**config.mk**
```make
export PLATFORM = sky130hd
export DESIGN_NAME = therm_level_filter
export DESIGN_NICKNAME = d
export VERILOG_FILES = /design/src/rtl/therm_pkg.sv /design/src/rtl/therm_decode.sv /design/src/rtl/therm_level_filter.sv
export SDC_FILE = /design/constraint.sdc
export NUM_CORES = 1
export LEC_CHECK = 0
export ABC_CLOCK_PERIOD_IN_PS = 5100
export CORE_MARGIN = 3
export CORE_UTILIZATION = 45
export DETAILED_ROUTE_END_ITERATION = 12
export GPL_TIMING_DRIVEN = 0
export HOLD_SLACK_MARGIN = 0.06
export PLACE_DENSITY = 0.69
export SLEW_MARGIN = 40
export SYNTH_ARGS = -nofsm -noshare
export SYNTH_HDL_FRONTEND = slang
export SYNTH_SLANG_ARGS = --single-unit
```
**constraint.sdc**
```tcl
create_clock -name clk -period 5.1 [get_ports clk]
set_clock_uncertainty 0.1 [all_clocks]
set_input_delay 1.02 -clock clk [delete_from_list [all_inputs] [get_ports clk]]
set_output_delay 1.02 -clock clk [all_outputs]
set_load 0.005 [all_outputs]
```
**src/rtl/therm_pkg.sv**
```systemverilog
// therm_pkg: shared defaults, level-width helper and filter state type
// for the thermometer level filter.
`default_nettype none

package therm_pkg;

  localparam int DEFAULT_N      = 5;
  localparam int DEFAULT_STABLE = 3;
  localparam int CNT_W          = 4;

  function automatic int level_width(input int n);
    return $clog2(n + 1);
  endfunction

  typedef enum logic {
    ACQUIRE = 1'b0,
    LOCKED  = 1'b1
  } filt_state_t;

endpackage

`default_nettype wire

```
**src/rtl/therm_decode.sv**
```systemverilog
// therm_decode: thermometer-to-binary decode with bubble detection and
// the stage-1 register (one cycle latency).
`default_nettype none

module therm_decode
  import therm_pkg::*;
#(
  parameter int N = DEFAULT_N
) (
  input  logic                      clk,
  input  logic                      rst,
  input  logic                      in_valid,
  input  logic [N-1:0]              in_therm,
  output logic                      s1_valid,
  output logic [level_width(N)-1:0] s1_level,
  output logic                      s1_legal
);

  localparam int CW = level_width(N);

  logic [CW-1:0] dec_level;
  logic          dec_legal;

  // Level is the position of the lowest set bit; all-zero reads as N.
  always_comb begin
    dec_level = CW'(N);
    for (int i = N - 1; i >= 0; i--) begin
      if (in_therm[i]) begin
        dec_level = CW'(i);
      end
    end
  end

  // A legal code has no zero at or above the decoded level.
  always_comb begin
    dec_legal = 1'b1;
    for (int i = 0; i < N; i++) begin
      if ((CW'(i) >= dec_level) && !in_therm[i]) begin
        dec_legal = 1'b0;
      end
    end
  end

  always_ff @(posedge clk or posedge rst) begin
    if (rst) begin
      s1_valid <= 1'b0;
      s1_level <= '0;
      s1_legal <= 1'b0;
    end else begin
      s1_valid <= in_valid;
      s1_level <= dec_level;
      s1_legal <= dec_legal;
    end
  end

endmodule

`default_nettype wire

```
**src/rtl/therm_level_filter.sv**
```systemverilog
// therm_level_filter: decodes and debounces a thermometer level, reporting each
// new level on a valid/ready output. Define THERM_ERR_CNT_EN to add err_count.
`default_nettype none

module therm_level_filter
  import therm_pkg::*;
#(
  parameter int N      = DEFAULT_N,
  parameter int STABLE = DEFAULT_STABLE
) (
  input  logic                      clk,
  input  logic                      rst,
  input  logic                      in_valid,
  input  logic [N-1:0]              in_therm,
  output logic                      out_valid,
  input  logic                      out_ready,
  output logic [level_width(N)-1:0] out_level,
  output logic                      out_err
`ifdef THERM_ERR_CNT_EN
  ,
  output logic [7:0]                err_count
`endif
);

  localparam int                CW       = level_width(N);
  localparam logic [CNT_W-1:0] STABLE_C = CNT_W'(STABLE);

  logic          s1_valid;
  logic [CW-1:0] s1_level;
  logic          s1_legal;

  therm_decode #(
    .N (N)
  ) u_decode (
    .clk      (clk),
    .rst      (rst),
    .in_valid (in_valid),
    .in_therm (in_therm),
    .s1_valid (s1_valid),
    .s1_level (s1_level),
    .s1_legal (s1_legal)
  );

  filt_state_t      state;
  filt_state_t      state_next;
  logic [CNT_W-1:0] cnt;
  logic [CNT_W-1:0] cnt_next;
  logic [CW-1:0]    cand;
  logic [CW-1:0]    cand_next;
  logic [CW-1:0]    rep_level;
  logic             rep_vld;
  logic             sample_bad;
  logic             qualify;
  logic             emit;

  assign sample_bad = s1_valid && !s1_legal;

  always_comb begin
    state_next = state;
    cnt_next   = cnt;
    cand_next  = cand;
    if (s1_valid) begin
      if (!s1_legal) begin
        cnt_next   = '0;
        state_next = ACQUIRE;
      end else begin
        if ((s1_level == cand) && (cnt != '0)) begin
          cnt_next = (cnt >= STABLE_C) ? STABLE_C : cnt + 1'b1;
        end else begin
          cand_next = s1_level;
          cnt_next  = {{(CNT_W-1){1'b0}}, 1'b1};
        end
        state_next = (cnt_next == STABLE_C) ? LOCKED : ACQUIRE;
      end
    end
  end

  // Once locked, repeats of the reported level are suppressed via rep_level.
  assign qualify = s1_valid && s1_legal && (cnt_next == STABLE_C);
  assign emit    = qualify && (!rep_vld || (cand_next != rep_level));

  always_ff @(posedge clk or posedge rst) begin
    if (rst) begin
      state     <= ACQUIRE;
      cnt       <= '0;
      cand      <= '0;
      rep_level <= '0;
      rep_vld   <= 1'b0;
    end else begin
      state <= state_next;
      cnt   <= cnt_next;
      cand  <= cand_next;
      if (emit) begin
        rep_level <= cand_next;
        rep_vld   <= 1'b1;
      end
    end
  end

  // Latest emission wins over an unaccepted level.
  always_ff @(posedge clk or posedge rst) begin
    if (rst) begin
      out_valid <= 1'b0;
      out_level <= '0;
      out_err   <= 1'b0;
    end else begin
      out_err <= sample_bad;
      if (emit) begin
        out_valid <= 1'b1;
        out_level <= cand_next;
      end else if (out_valid && out_ready) begin
        out_valid <= 1'b0;
      end
    end
  end

`ifdef THERM_ERR_CNT_EN
  always_ff @(posedge clk or posedge rst) begin
    if (rst) begin
      err_count <= '0;
    end else if (sample_bad && (err_count != 8'hFF)) begin
      err_count <= err_count + 8'd1;
    end
  end
`endif

endmodule

`default_nettype wire

```
==> implementation parameters <==
Parameter                              Value

Outcome
  Outcome ... finished, final reports clean

Power
  Share of total power in combinational logic ... 14.1%
  Fraction of power consumed by sequential logic ... 55.7%
  Peak supply drop ... 0.169 mV
  Switching part of the total power ... 24.3%
  Cell area power density ... 269 nW/um^2
  P_int ... 0.215 mW
  Clock group share of total power ... between 30% and 40%
  Leak pwr ... 0.515 nW
  NetSw ... around 0.07 mW

Flow run
  Max Cap Viol ... 0

Worst setup path
  CP delay by family, top ... buffers and inverters
  Critical Path Fanout Max ... 4
  Critical Path Start Type ... register
  Data arrival time of the critical path ... approximately 1.3 ns
  Buf/Inv on CP ... 1
  Maximum single-stage delay on the critical path ... 0.53 ns
  Critical path's slowest cell ... sky130_fd_sc_hd__clkdlybuf4s50_1
  Critical path type ... reg2out
  Logic depth of the worst setup path including buffers ... 1
  Cells traversed along the worst timing path ... clkdlybuf4s50_1
  Worst reg2reg path depth ... 5
  CP required ... 3.98 ns
  Endpoint kind of the worst setup timing path ... output pin

Floorplanning
  Number of top-level pins ... 14
  Die X-Extent ... around 50 um
  Initial cell density of the core ... 48.8%
  Row cnt ... 15
  Die area ... 2470 um^2
  Placeable core region ... 1760 um^2
  Height of the die ... 49.7 um

Synthesis
  Number of warning messages in the yosys log ... 0
  Number of unique standard cell types used by synthesis ... 28
  Number of synthesized register bits ... 18
  Cell Area, Synth ... between 800 and 900 um^2
  Mux cell area share after synthesis ... 7.85%
  Per-instance average area after synthesis ... around 12 um^2
  Post-Syn Nets ... 84
  Post-synthesis adder-cell area fraction ... 2.91%
  Synth Area in XOR/XNOR ... 6.10%
  Compound-cell area share of the yosys netlist ... 14.2%
  Register area share after synthesis ... a little over half
  Combinational family with the most area after synthesis ... compound AO/OA/AOI/OAI gates
  Post-Synthesis Cells ... 73
  Simple-gate share of the synthesized area ... 13.5%

Final layout
  Commonest cells after routing, fill and taps aside ... sky130_fd_sc_hd__dfrtp_1 (18), sky130_fd_sc_hd__clkdlybuf4s50_1 (13), sky130_fd_sc_hd__inv_1 (7)
  Layout Nets ... a little over 100
  Diodes inserted ... 0
  Area of the multi-input gates ... 384 um^2
  Number of inserted filler cells in the final layout ... 159
  Share of post-route cells with drive strength above 1 ... 15.6%
  Signed area change from the synthesized netlist to the final layout ... 23.0%
  Flip-flop and latch area ... 450 um^2
  Final design instance area without fill ... ~1100 um^2
  Leading cell type in the layout, fill and taps excluded ... sky130_fd_sc_hd__dfrtp_1

Placed design
  Global placement routability congestion ... 0.782
  Sum of net half-perimeters after detailed placement ... 1060 um
  Port Buf Inserts ... 13
  Post-place instance area ... between 1000 and 1500 um^2

Timing
  Final hold violation count ... 0
  Share of the clock period used by the worst path after layout ... around 47%
  Final setup violating endpoints ... 0
  Relative max-transition margin ... a little under three fifths
  Post-route setup TNS ... 0 ns
  Worst Tran Pin Value ... 0.640 ns
  Highest Clock Rate ... 420 MHz
  RSZ-0062 raised after global routing ... false
  Max-slew violation count ... 0
  Min cycle time layout ... around 2.4 ns

Global routing
  GRT Resource Usage Total ... 12.8%
  Largest net degree at the start of global routing ... 19
  Number of antenna violations at the first check in global routing ... 0
  Number of global-route vias before repair ... approximately 550
  Total overflow reported by the global router ... 0
  First-pass GRT wire length ... about 2400 um

CTS
  Quantity of gates resized following cts ... 0
  Hold-fix buffer count after cts ... 0
  CTS tree ... yes
  Clock edge transition at the registers on the reported setup and hold paths ... ~0.10 ns
  Worst-skew pair later-pin latency ... between 0.2 and 0.3 ns
  Clock root buffer ... sky130_fd_sc_hd__clkbuf_4
  Number of buffers added by the clock tree synthesis step ... 3
  Number of sinks on the clock net ... 18
  Post-CTS repair timing setup buffer count ... 0
  Largest buffer count on any clock path ... 2
  Level count of the clock H-tree ... 1

Drt
  Initial DRC Count ... 3
  Vias/cell ... approximately 5
  Residual DRC ... 0
  Routed WL per cell ... 11.9 um
  Detailed-route via count ... 568
  Routed wire length ... around 1400 um
  DRT antenna net count ... 0
  Iteration count of the initial detailed-routing pass ... 2

Worst hold path
  Worst min path class ... reg2reg
  Cell depth of the worst min-delay path ... 1
## cells in the mapped netlist (all sizes together)
master | instances | area [um^2]
nand3 | 1 | 5.00
ha | 2 | 25.0
a2bb2oi | 1 | 8.76
nand2b | 2 | 12.5
and3 | 1 | 7.51
nand4 | 1 | 6.26
o22ai | 2 | 12.5
nor2 | 4 | 15.0
dfrtp | 18 | 450
mux2 | 5 | 67.6
o211ai | 1 | 7.51
a221oi | 1 | 8.76
a21oi | 5 | 25.0
o21ai | 1 | 5.00
o221a | 1 | 11.3
nor3 | 2 | 10.0
o31ai | 1 | 7.51
nand2 | 3 | 21.3
nor2b | 3 | 18.8
inv | 7 | 26.3
a2111oi | 2 | 36.3
or2b | 1 | 7.51
nor4 | 2 | 12.5
xor2 | 6 | 52.6
## power groups by stage
stage | logic, mW | clock network (mW) | registers [mW]
6_report | 0.0401 | 0.0860 | 0.158
3_5_place_dp | 0.0407 | 0 | 0.161
5_1_grt | 0.0441 | 0.0979 | 0.160
4_1_cts | 0.0408 | 0.0903 | 0.159
3_3_place_gp | 0.0400 | 0 | 0.161
2_1_floorplan | 0.0273 | 0 | 0.159
## metal layers
metal / GRT usage [%] / vias up / wire length [um]
li1: - / 295 / -
met1: 15.7 / 260 / 629
met2: 21.4 / 13 / 671
met3: 4.53 / 0 / 70
met4: 2.76 / 0 / 0
met5: 0 / - / 0
## state kept, by name, summed over array words and instances, names as in the netlist, 3 cells and up
signal / flops
cnt: 4
out_level: 3
cand: 3
u_decode.s1_level: 3
## cells by family after synthesis
kind of cell | Yosys count
AND/OR/NAND/NOR | 20
flip-flops | 18
AO/OA/AOI/OAI | 15
buffers and inverters | 7
XOR/XNOR | 6
multiplexers | 5
adder cells (fa/ha/maj) | 2
## final timing paths
check | from | endpoint | slack, ns
setup reg to reg | cnt[0] | out_level[1] | 3.32
hold / removal | rep_vld | rep_vld | 0.37
setup / recovery | out_level[2] | out_level[2] | 2.72
min in group asynchronous | rst | cnt[3] | 1.00
hold reg to reg | rep_vld | rep_vld | 0.37
max in group asynchronous | rst | out_valid | 3.49
## metrics by stage
stage | hold WS, ns | total power [mW] | std cells | utilization [%] | worst slack, ns
5_1_grt | 0.410 | 0.302 | 115 | 60.0 | 2.65
4_1_cts | 0.381 | 0.290 | 115 | 60.0 | 2.70
3_5_place_dp | 0.353 | 0.202 | 111 | 57.9 | 2.90
6_report | 0.372 | 0.285 | 115 | 60.0 | 2.72
3_3_place_gp | 0.353 | 0.201 | 111 | 57.9 | 2.96
2_1_floorplan | 0.333 | 0.187 | 73 | - | 3.48
## area by class of cell
| cell class | count | area share [%] |
|---|---|---|
| multi-input combinational | 48 | 36.3 |
| clock buffer | 4 | 3.43 |
| timing repair buffer | 13 | 12.3 |
| inverter | 7 | 2.48 |
| tap | 25 | 2.96 |
| sequential | 18 | 42.6 |
Power figures use the tool's default switching activity.
